## config.mk

```make
export PLATFORM = sky130hd
export DESIGN_NAME = id_ex_reg
export DESIGN_NICKNAME = d
export VERILOG_FILES = /design/src/rtl/id_ex_reg.sv
export SDC_FILE = /design/constraint.sdc
export NUM_CORES = 1
export LEC_CHECK = 0
export ABC_AREA = 1
export BUFFER_PORTS_ARGS = -buffer_cell sky130_fd_sc_hd__buf_2
export CAP_MARGIN = 20
export CORE_AREA = 8 8 226 228
export CTS_CLUSTER_DIAMETER = 50
export DETAILED_ROUTE_END_ITERATION = 6
export DIE_AREA = 0 0 234 236
export PLACE_DENSITY_LB_ADDON = 0.08
export SETUP_SLACK_MARGIN = 0.1
export SLEW_MARGIN = 20
export SYNTH_ARGS = -nofsm -noshare
export SYNTH_HDL_FRONTEND = slang
export SYNTH_SLANG_ARGS = --single-unit
export TNS_END_PERCENT = 50
```

## constraint.sdc

```tcl
create_clock -name clk -period 13.7 [get_ports clk]
set_input_delay 2.74 -clock clk [delete_from_list [all_inputs] [get_ports clk]]
set_output_delay 2.74 -clock clk [all_outputs]
set_load 0.01 [all_outputs]
```

## src/rtl/id_ex_reg.sv

```systemverilog
// ID/EX pipeline register for the RV64 five-stage pipeline.
// Supports stall (hold), flush (bubble) and a saturating bubble counter.
module id_ex_reg #(
    parameter int XLEN  = 64,
    parameter int CNT_W = 16
) (
    input  logic             clk,
    input  logic             rst,
    input  logic             stall,
    input  logic             flush,
    input  logic             validIn,
    input  logic [XLEN-1:0]  pcIn,
    input  logic [XLEN-1:0]  readData1In,
    input  logic [XLEN-1:0]  readData2In,
    input  logic [XLEN-1:0]  immIn,
    input  logic [6:0]       funct7In,
    input  logic [2:0]       funct3In,
    input  logic [4:0]       rs1In,
    input  logic [4:0]       rs2In,
    input  logic [4:0]       rdIn,
    input  logic [1:0]       aluOpIn,
    input  logic             aluSrcIn,
    input  logic             branchIn,
    input  logic             memReadIn,
    input  logic             memWriteIn,
    input  logic             regWriteIn,
    input  logic             memToRegIn,
    output logic             validOut,
    output logic [XLEN-1:0]  pcOut,
    output logic [XLEN-1:0]  readData1Out,
    output logic [XLEN-1:0]  readData2Out,
    output logic [XLEN-1:0]  immOut,
    output logic [6:0]       funct7Out,
    output logic [2:0]       funct3Out,
    output logic [4:0]       rs1Out,
    output logic [4:0]       rs2Out,
    output logic [4:0]       rdOut,
    output logic [1:0]       aluOpOut,
    output logic             aluSrcOut,
    output logic             branchOut,
    output logic             memReadOut,
    output logic             memWriteOut,
    output logic             regWriteOut,
    output logic             memToRegOut,
    output logic [CNT_W-1:0] bubbleCount
);

    typedef struct packed {
        logic            valid;
        logic [XLEN-1:0] pc;
        logic [XLEN-1:0] rd1;
        logic [XLEN-1:0] rd2;
        logic [XLEN-1:0] imm;
        logic [6:0]      funct7;
        logic [2:0]      funct3;
        logic [4:0]      rs1;
        logic [4:0]      rs2;
        logic [4:0]      rd;
        logic [1:0]      aluOp;
        logic            aluSrc;
        logic            branch;
        logic            memRead;
        logic            memWrite;
        logic            regWrite;
        logic            memToReg;
    } stage_t;

    localparam logic [CNT_W-1:0] CNT_MAX = {CNT_W{1'b1}};

    stage_t           stage_q, stage_d, in_s;
    logic [CNT_W-1:0] cnt_q, cnt_d;
    logic             insert_bubble;

    always_comb begin
        in_s          = '0;
        in_s.valid    = 1'b1;
        in_s.pc       = pcIn;
        in_s.rd1      = readData1In;
        in_s.rd2      = readData2In;
        in_s.imm      = immIn;
        in_s.funct7   = funct7In;
        in_s.funct3   = funct3In;
        in_s.rs1      = rs1In;
        in_s.rs2      = rs2In;
        in_s.rd       = rdIn;
        in_s.aluOp    = aluOpIn;
        in_s.aluSrc   = aluSrcIn;
        in_s.branch   = branchIn;
        in_s.memRead  = memReadIn;
        in_s.memWrite = memWriteIn;
        in_s.regWrite = regWriteIn;
        in_s.memToReg = memToRegIn;
    end

    // An invalid ID slot is treated exactly like a flush: all-zero bubble.
    assign insert_bubble = flush | (~stall & ~validIn);

    always_comb begin
        stage_d = stage_q;
        cnt_d   = cnt_q;
        if (insert_bubble) begin
            stage_d = '0;
            if (cnt_q != CNT_MAX) begin
                cnt_d = cnt_q + {{(CNT_W-1){1'b0}}, 1'b1};
            end
        end else if (!stall) begin
            stage_d = in_s;
        end
    end

    always_ff @(posedge clk or posedge rst) begin
        if (rst) begin
            stage_q <= '0;
            cnt_q   <= '0;
        end else begin
            stage_q <= stage_d;
            cnt_q   <= cnt_d;
        end
    end

    assign validOut     = stage_q.valid;
    assign pcOut        = stage_q.pc;
    assign readData1Out = stage_q.rd1;
    assign readData2Out = stage_q.rd2;
    assign immOut       = stage_q.imm;
    assign funct7Out    = stage_q.funct7;
    assign funct3Out    = stage_q.funct3;
    assign rs1Out       = stage_q.rs1;
    assign rs2Out       = stage_q.rs2;
    assign rdOut        = stage_q.rd;
    assign aluOpOut     = stage_q.aluOp;
    assign aluSrcOut    = stage_q.aluSrc;
    assign branchOut    = stage_q.branch;
    assign memReadOut   = stage_q.memRead;
    assign memWriteOut  = stage_q.memWrite;
    assign regWriteOut  = stage_q.regWrite;
    assign memToRegOut  = stage_q.memToReg;
    assign bubbleCount  = cnt_q;

endmodule

```

==> results.cfg <==
[timing]
min_period_ns = 5.64
fmax_ghz = 0.177
rsz0062_at_grt = no
setup_viol = 0
setup_tns_ns = 0
relSlewSlack = 0.279
final.setup.worst_slack_ns = 8.06
clock_skew_ns = 0.00569
maxSlewViolCount = 0
worst-slew-pin-transition_ns = 1.08
post-route-period-util = 0.411
hold_viol = 0

[synth]
synth_cell_types = 23
synth_most_common_cell = nand3_1
yosys_warnings = 0
synth-main-ff-cell = dfrtp_1
synth.avg_cell_area_um2 = 9.02
synth_area_leaders = dfrtp_1 59%, nand3_1 23%, nand2_1 10%
yosysSeqAreaShare = 0.585
synthesis.nets = 1746
synthArstFlopShare = 1.00
yosysTopAreaCellShare = 0.585
ys_top_cells_by_count = 590 x nand3_1, 359 x nand2_1, 306 x dfrtp_1
synthCells = 1451
synthesis.area_mm2 = 0.0131
synth_largest_area_cell = dfrtp_1
synth_edf_count = 0
ys_ff_latch = 306

[routing]
routed_via_density = 4.72
drc = 0
wl_um = 53800
vias = 12400
ant_nets = 0
drt-pass1-iter-count = 5
drt_iter0_drc = 822
wire_per_inst_um = 20.4

[worst_setup_path]
r2r_start = bubbleCount[0]
cp-end-kind = register
r2r_end = bubbleCount[2]
cp_max_fo = 183
r2r_setup_slack_ns = 11.71
rr_worst_depth = 9
critPathLaunchType = input port
cp.arrival_ns = 6.11
path_class = in2reg
worstPathRequired_ns = 14.18

[min_path]
hold_depth = 2
hp-start = readData2Out[18]
hold_path_end = readData2Out[18]
min_path_type = reg2reg

[place]
gp_congestion = 0.798
hpwl_um = 37900
placed_cell_area_mm2 = 0.0162
place.port_buffers = 599
dp_slack_ns = 7.53

[cts]
tritoncts = built
cts_buffers = 44
hold_buffers = 0
clockBufferDepth = 3
clkSinkCount = 306
cts.clk_slew.worst_paths_ns = 0.05
cts_setup_buffers = 0
clkLatencyLatePin_ns = 0.54
cts_resized = 0
htreeDepth = 2
cts_root_buffer = clkbuf_16

[die]
placementRows = 80
die_x_um = 234
die-area_mm2 = 0.0552
initial_utilization = 0.276
die_y_um = 236
core_mm2 = 0.0473
io_pins = 600

[global_route]
grt_pass1_wl_um = 80700
grt_max_degree = 184
track_usage = 0.187
overflow = 0
grt_pass1_vias = 12700
antenna_found_initial = 12

[layout]
fin_util = 0.376
finalInstanceArea_mm2 = 0.0178
area_delta_synth_final_pct = 36.1
finish.net_count = 2273
n_fill_cell = 4986
drive_above_1_share = 0.344

[job]
maxCapViolations = 0

[pwr]
p_per_area_mw_per_mm2 = 145
ir_drop_uv = 70.6
leakage_nw = 10.2

[status]
status = completed
==> worst max path at each step <==
stage | startpoint | endpoint | slack (ns)
floorplan | rst | aluOpOut[0] | 2.50
global placement | stall | readData2Out[60] | 7.60
detailed placement | stall | readData1Out[14] | 7.53
CTS | stall | readData2Out[55] | 8.11
global route | stall | readData1Out[3] | 7.71
finish | stall | readData1Out[21] | 8.06
==> sequential cells by signal (all words and copies together) (netlist names), 3 cells and up <==
name,cells
bubbleCount,16
funct3Out,3
funct7Out,7
immOut,64
pcOut,64
rdOut,5
readData1Out,64
readData2Out,64
rs1Out,5
rs2Out,5
==> worst max-delay path, cell delays in order <==
cell      delay [ns]
clkbuf_8        0.37
o21ai_4         0.17
inv_8           0.67
buf_4           0.76
buf_4           0.88
nand3_1         0.15
nand2_1         0.13
==> power by group <==
group	switching (mW)	internal [mW]
combinational	0.220	0.119
clock	0.438	0.798
sequential	0.0437	0.971
total	0.702	1.89
==> metal layers <==
| layer | track usage | routed length, um | part of all wire |
|---|---|---|---|
| met4 | 0.0704 | 1360 | 0.025 |
| met1 | 0.222 | 21400 | 0.40 |
| met3 | 0.0616 | 4520 | 0.084 |
| met5 | 0 | 0 | 0 |
| met2 | 0.312 | 26600 | 0.49 |
==> kinds of logic (layout without fill, tap and decap cells) <==
family,count (synthesis),in the layout,share of synthesized area
adder cells (fa/ha/maj),1,1,0.000956
other,0,10,0
AND/OR/NAND/NOR,980,980,0.341
buffers and inverters,155,716,0.0683
XOR/XNOR,2,2,0.00134
AO/OA/AOI/OAI,7,7,0.00354
flip-flops,306,306,0.585
==> cell usage in the layout, fill, tap and decap left out, drive strengths merged <==
cell type  netlist  routed
buf            101     609
nand3          590     590
nand2          361     361
dfrtp          306     306
clkbuf          28      58
inv             26      30
nor2            19      19
diode            0      10
clkinv           0       9
nand4            8       8
bufinv           0       8
o21ai            6       6
nand3b           2       2
clkinvlp         0       2
a21oi            1       1
xnor2            1       1
xor2             1       1
ha               1       1
==> final cells by class <==
| cell class | instances | area [um^2] | area share |
|---|---|---|---|
| antenna | 10 | 25.0 | 0.00141 |
| sequential | 306 | 7660 | 0.430 |
| clock buffer | 57 | 1250 | 0.0703 |
| tap | 615 | 769 | 0.0432 |
| multi-input combinational | 990 | 4540 | 0.255 |
| inverter | 26 | 113 | 0.00632 |
| timing repair buffer | 610 | 3100 | 0.174 |
| clock inverter | 23 | 350 | 0.0197 |
==> per-stage QoR <==
| stage | power, mW | hold slack [ns] | std cells |
|---|---|---|---|
| after CTS | 2.64 | 0.502 | 2627 |
| after global routing | 2.71 | 0.519 | 2635 |
| after global placement | 1.38 | 0.483 | 2547 |
| after floorplan | 1.21 | 0.539 | 1451 |
| final | 2.59 | 0.495 | 2637 |
| after detailed placement | 1.38 | 0.488 | 2547 |
Note: power is estimated with default switching activity, not from simulation.
